[config.mk]
export PLATFORM = sky130hd
export DESIGN_NAME = adder_8b
export DESIGN_NICKNAME = d
export VERILOG_FILES = /design/src/rtl/adder_pkg.sv /design/src/rtl/adder_core.sv /design/src/rtl/adder_8b.sv
export SDC_FILE = /design/constraint.sdc
export NUM_CORES = 1
export LEC_CHECK = 0
export CORE_AREA = 2 2 39 41
export CTS_BUF_LIST = sky130_fd_sc_hd__clkbuf_8
export CTS_CLUSTER_SIZE = 20
export DETAILED_ROUTE_END_ITERATION = 8
export DIE_AREA = 0 0 41 43
export GPL_TIMING_DRIVEN = 0
export PLACE_DENSITY = 0.67
export SLEW_MARGIN = 0
export SYNTH_ARGS = -nofsm -noshare
export SYNTH_HDL_FRONTEND = slang
export SYNTH_SLANG_ARGS = --single-unit
[constraint.sdc]
create_clock -name clk -period 3.2 [get_ports clk]
set_input_delay 0.32 -clock clk [delete_from_list [all_inputs] [get_ports clk]]
set_output_delay 0.32 -clock clk [all_outputs]
set_load 0.005 [all_outputs]
[src/rtl/adder_pkg.sv]
// Shared constants and the saturate/wrap result selector for the registered adder.
package adder_pkg;

  localparam int unsigned ADDER_WIDTH_DEFAULT = 8;
  localparam int unsigned ADDER_MAX_WIDTH     = 64;

  // sum holds the full width+1-bit addition zero-extended to ADDER_MAX_WIDTH+1 bits.
  // The result is valid in the low 'width' bits; upper bits are always zero.
  function automatic logic [ADDER_MAX_WIDTH-1:0] sat_or_wrap(
    input logic [ADDER_MAX_WIDTH:0] sum,
    input int unsigned              width,
    input logic                     sat
  );
    logic [ADDER_MAX_WIDTH-1:0] mask;
    logic                       over;
    mask = '1 >> (ADDER_MAX_WIDTH - width);
    over = (sum >> width) != '0;
    if (sat && over) return mask;
    return sum[ADDER_MAX_WIDTH-1:0] & mask;
  endfunction

endpackage

[src/rtl/adder_core.sv]
// Combinational ripple-carry adder built from WIDTH full-adder cells.
module adder_core
  import adder_pkg::*;
#(
  parameter int unsigned WIDTH = ADDER_WIDTH_DEFAULT
) (
  input  logic [WIDTH-1:0] a,
  input  logic [WIDTH-1:0] b,
  output logic [WIDTH-1:0] sum,
  output logic             cout
);

  logic [WIDTH:0] carry;

  assign carry[0] = 1'b0;

  for (genvar i = 0; i < WIDTH; i++) begin : g_fa
    assign sum[i]     = a[i] ^ b[i] ^ carry[i];
    assign carry[i+1] = (a[i] & b[i]) | (carry[i] & (a[i] ^ b[i]));
  end

  assign cout = carry[WIDTH];

endmodule

[src/rtl/adder_8b.sv]
// Registered unsigned adder, one-cycle latency, synchronous active-high reset.
// Define ADDER_SATURATE_EN to clamp overflowing sums to all-ones instead of wrapping.
module adder_8b
  import adder_pkg::*;
#(
  parameter int unsigned WIDTH = ADDER_WIDTH_DEFAULT
) (
  input  logic             clk,
  input  logic             reset,
  input  logic [WIDTH-1:0] a,
  input  logic [WIDTH-1:0] b,
  output logic [WIDTH-1:0] c
);

`ifdef ADDER_SATURATE_EN
  localparam logic SAT_EN = 1'b1;
`else
  localparam logic SAT_EN = 1'b0;
`endif

  logic [WIDTH-1:0]         sum_core;
  logic                     cout_core;
  logic [ADDER_MAX_WIDTH:0] sum_ext;
  logic [WIDTH-1:0]         c_d;
  logic [WIDTH-1:0]         c_q;

  adder_core #(.WIDTH(WIDTH)) u_core (
    .a    (a),
    .b    (b),
    .sum  (sum_core),
    .cout (cout_core)
  );

  always_comb begin
    sum_ext          = '0;
    sum_ext[WIDTH:0] = {cout_core, sum_core};
    c_d              = WIDTH'(sat_or_wrap(sum_ext, WIDTH, SAT_EN));
  end

  always_ff @(posedge clk) begin
    if (reset) c_q <= '0;
    else       c_q <= c_d;
  end

  assign c = c_q;

endmodule

; ---- After elaboration in Yosys (flattened, before gate mapping)
; Cells that the tools add are included.
[word_totals]
regBits = 8
latch_bits = 0
ramBits = 0
mem_bits_ro = 0
input_bits = 18
output_inout_bits = 8
wordCells = 35
mem_count = 0
[classes]
addsub = 0
mul = 0
n_div = 0
n_lt_le_gt_ge = 0
n_eq_ne = 0
shift = 0
muxes = 0
bitwise_logic = 34
reduce_logical = 0
[op_table]
columns = cell, n
row1 = $xor 1x1->1, 15
row2 = $and 1x1->1, 13
row3 = $or 1x1->1, 6

; ---- Logic depth before layout (Yosys ltp)
; Gate-level depths: netlist of the first run.
[depth]
word_depth = 14
ltp_mapped = 11
depth_no_buf = 11

; ---- Cells and area by module
; From an unflattened synthesis of the first run, not the netlist that was laid out.
[unflattened]
hier_cells = 34
area_unflattened_um2 = 400.4
[by_module_without_submodules]
columns = module, instances, cells_each, area_per_inst_um2, seq_area_each_um2
row1 = adder_8b, 1, 16, 210.2, 160.2
row2 = adder_core, 1, 18, 190.2, 0.0

; ---- Worst setup path after synthesis of the first run
; Ideal clock, no wire load.
[synth_timing]
path_type = input-to-reg
startpoint = in a[0]
endpoint = reg c_q[7], in the netlist c[7]
setup_ns = 0.110
arrival_time_ns = 2.836
required_ns = 3.090
setup_slack_ns = 0.254
cell_stages = 11
path_buffers = 0
cell_sequence = ha_1 -> inv_1 -> fa_1 -> inv_1 -> fa_1 -> fa_1 -> fa_1 -> fa_1 -> fa_1 -> xnor3_1 -> nor2_1
[synth_via]
elab_chain_cells = 14
[synth_rtl]
columns = element, line_no
row1 = start: declaration, adder_8b.sv:10  ; input logic [WIDTH-1:0] a,
row2 = $and 1x1->1 (2 in series), adder_core.sv:19  ; assign carry[i+1] = (a[i] & b[i]) | (carry[i] & (a[i] ^ b[i]));
row3 = $or 1x1->1, adder_core.sv:19
row4 = $and 1x1->1, adder_core.sv:19
row5 = $or 1x1->1, adder_core.sv:19
row6 = $and 1x1->1, adder_core.sv:19
row7 = $or 1x1->1, adder_core.sv:19
row8 = $and 1x1->1, adder_core.sv:19
row9 = $or 1x1->1, adder_core.sv:19
row10 = $and 1x1->1, adder_core.sv:19
row11 = $or 1x1->1, adder_core.sv:19
row12 = $and 1x1->1, adder_core.sv:19
row13 = $or 1x1->1, adder_core.sv:19
row14 = $xor 1x1->1, adder_core.sv:18  ; assign sum[i] = a[i] ^ b[i] ^ carry[i];
row15 = end signal: assignment, adder_8b.sv:41  ; if (reset) c_q <= '0;
row16 = end signal: assignment, adder_8b.sv:42  ; else c_q <= c_d;
row17 = end: declaration, adder_8b.sv:25  ; logic [WIDTH-1:0] c_q;
; Every way passes these cells.
; A chain may end at the register's enable or synchronous reset.

; ---- Worst setup path after layout of the first run
; Same ends and word-level chain as after synthesis.

==> summary.txt, run 1 <==
Cells and area
  – # fillers: 138
  – Cell area after layout: 699 um^2
  – ANT cells: 0
  – Area delta synth->final: 86.3%
  – Fraction of layout cells with a size suffix above 1: 14.3%
  – Nets: 83
  – Largest register FFs: 8
  – Final core utilization: 50.5%

STA
  – Worst slew margin: 84.1%
  – Setup TNS: 0 ps
  – Period minus WS final: 3040 ps
  – Final Slew Violations: 0
  – Setup violators final: 0
  – Period utilization: 94.9%
  – Hold WS: 778 ps
  – Actual slew at the worst max-slew pin: 237 ps
  – Unrepaired setup endpoints after global routing: false
  – Fin. Hold Viols: 0
  – Fmax: 0.329 GHz

Min path
  – Worst min path class: input pin to flop

Outcome
  – Status: finished, final reports clean

Setup path
  – Most used cell, CP: fa_2
  – Slowest CP cell: clkdlybuf4s50_1
  – Worst-path fanout max: 1
  – Crit path arrival time: 3140 ps
  – Cell family with most CP delay: adder cells
  – Worst Setup Start Kind: input pin
  – CP Capture Type: flop
  – Crit path buffers/inverters: 3
  – CP max stage delay: 400 ps
  – Worst path cell trace: clkdlybuf4s50_1 -> ha_1 -> inv_1 -> fa_1 -> inv_1 -> fa_2 -> fa_2 -> fa_2 -> fa_2 -> fa_2 -> xnor3_1 -> nor2_1
  – CP Class: input pin to flop
  – Required @ worst endpoint: 3300 ps

Floorplanning
  – Die area: 0.00176 mm^2
  – FP Rows: 14
  – CORE AREA: 0.00138 mm^2
  – Die height: 43 um
  – Initial Utilization: 27.1%
  – I/O pins: 26
  – DIE WIDTH: 41 um

Route
  – Detailed Route WL: 601 um
  – Residual DRC: 0
  – DRT Pass-1 Iters: 2
  – Detailed-route wire length per cell: 8.35 um
  – Via total after detailed routing: 267
  – DRT iter0 DRCs: 3
  – Number of antenna-violating nets in the routed design: 0
  – Vias per cell: 3.71

Yosys
  – Yosys warnings: 0
  – Syn Nets: 53
  – Sequential fraction of the synthesis area: 42.7%
  – Avg Cell Area, Syn: 13.4 um^2
  – Unique masters post-synth: 7
  – Mapped Area: 375 um^2
  – Post-Syn Instances: 28
  – Synthesized flop and latch total: 8

Clock network
  – Post-CTS setup buffers: 0
  – Clock sinks: 8
  – CTS H-tree depth: 1
  – Clock Root Buffer: clkbuf_8
  – CTS Buf Count: 3
  – Clock Path Buffers: 2
  – TritonCTS clock tree: done
  – Clk slew on worst S/H paths: 40 ps

Placement
  – RePlAce Congestion: 0.647
  – DP HPWL: 544 um
  – Area after DPL: 646 um^2
  – Input/output buffers: 25

Global routing
  – Initial antenna violation count: 0
  – Largest net degree at the start of global routing: 9
  – Overall routing resource usage: 9.08%
  – Remaining Overflow, GRT: 0
  – Vias in the first global route: 264
  – First-pass GRT wire length: 993 um

Job
  – Max_cap viols: 0

Power and ir drop
  – Maximum vdd drop: 135 uV
  – Total power: 0.305 mW
  – Leakage: 0.284 nW
  – Cell Pwr Density: 436 mW/mm^2
-- logic make-up after synthesis --
family | count (synthesis) | synth area share, %
XOR/XNOR | 1 | 6.00
buffers and inverters | 4 | 4.00
adder cells (fa/ha/maj) | 7 | 35.3
AND/OR/NAND/NOR | 8 | 12.0
flip-flops | 8 | 42.7
-- final cells by class --
class | instances | area [um^2] | share of cell area, %
inverter | 4 | 15.0 | 2.15
timing repair buffer | 25 | 250 | 35.8
multi-input combinational | 16 | 213 | 30.4
clock buffer | 3 | 41.3 | 5.90
tap | 16 | 20.0 | 2.86
sequential | 8 | 160 | 22.9
-- per-stage QoR --
step	std cells	setup slack, ps
3_3_place_gp	69	-290
6_report	72	162
3_5_place_dp	69	-310
2_1_floorplan	28	254
5_1_grt	72	8.26
4_1_cts	72	16.0
-- worst paths after layout --
path              slack (ps)  cells past startpoint  startpoint   end
setup / recovery         160                     12        a[0]  c[7]
hold / removal           780                      2       reset  c[1]
-- Yosys cell counts --
cell type | count | area (um^2)
inv_1 | 4 | 15.0
nor2b_1 | 6 | 37.5
xnor3_1 | 1 | 22.5
ha_1 | 1 | 12.5
fa_1 | 6 | 120
dfxtp_1 | 8 | 160
nor2_1 | 2 | 7.51
-- cell usage in the layout (no fill, tap or decap), drive strengths merged --
cell type / count
inv: 4
clkdlybuf4s50: 25
xnor3: 1
fa: 6
nor2b: 6
clkbuf: 3
ha: 1
nor2: 2
dfxtp: 8
-- layer usage --
layer,vias up,global-route usage (%),share of wire (%)
li1,138,-,-
met3,2,1.57,7.8
met4,0,12.0,3.2
met1,111,10.5,40
met5,-,0,0
met2,16,11.6,49
-- power breakdown --
group / switching (mW) / leakage [nW] / total [mW] / internal [mW]
Sequential: 0.00250 / 0.0667 / 0.115 / 0.112
Combinational: 0.0227 / 0.196 / 0.0779 / 0.0551
Clock: 0.0316 / 0.0216 / 0.112 / 0.0807
-- repair_timing --
action,CTS,global route
hold buffers,0,0
setup endpoints to repair,1,2
resized for setup,2,3
hold endpoints to repair,0,0
(Power assumes the default switching activity.)
==> inputs of run 2 (changes only) <==
- HOLD_SLACK_MARGIN: default -> 0.03
==> results of run 2 <==
Final layout, timing and power as in run 1 (identical DEF).
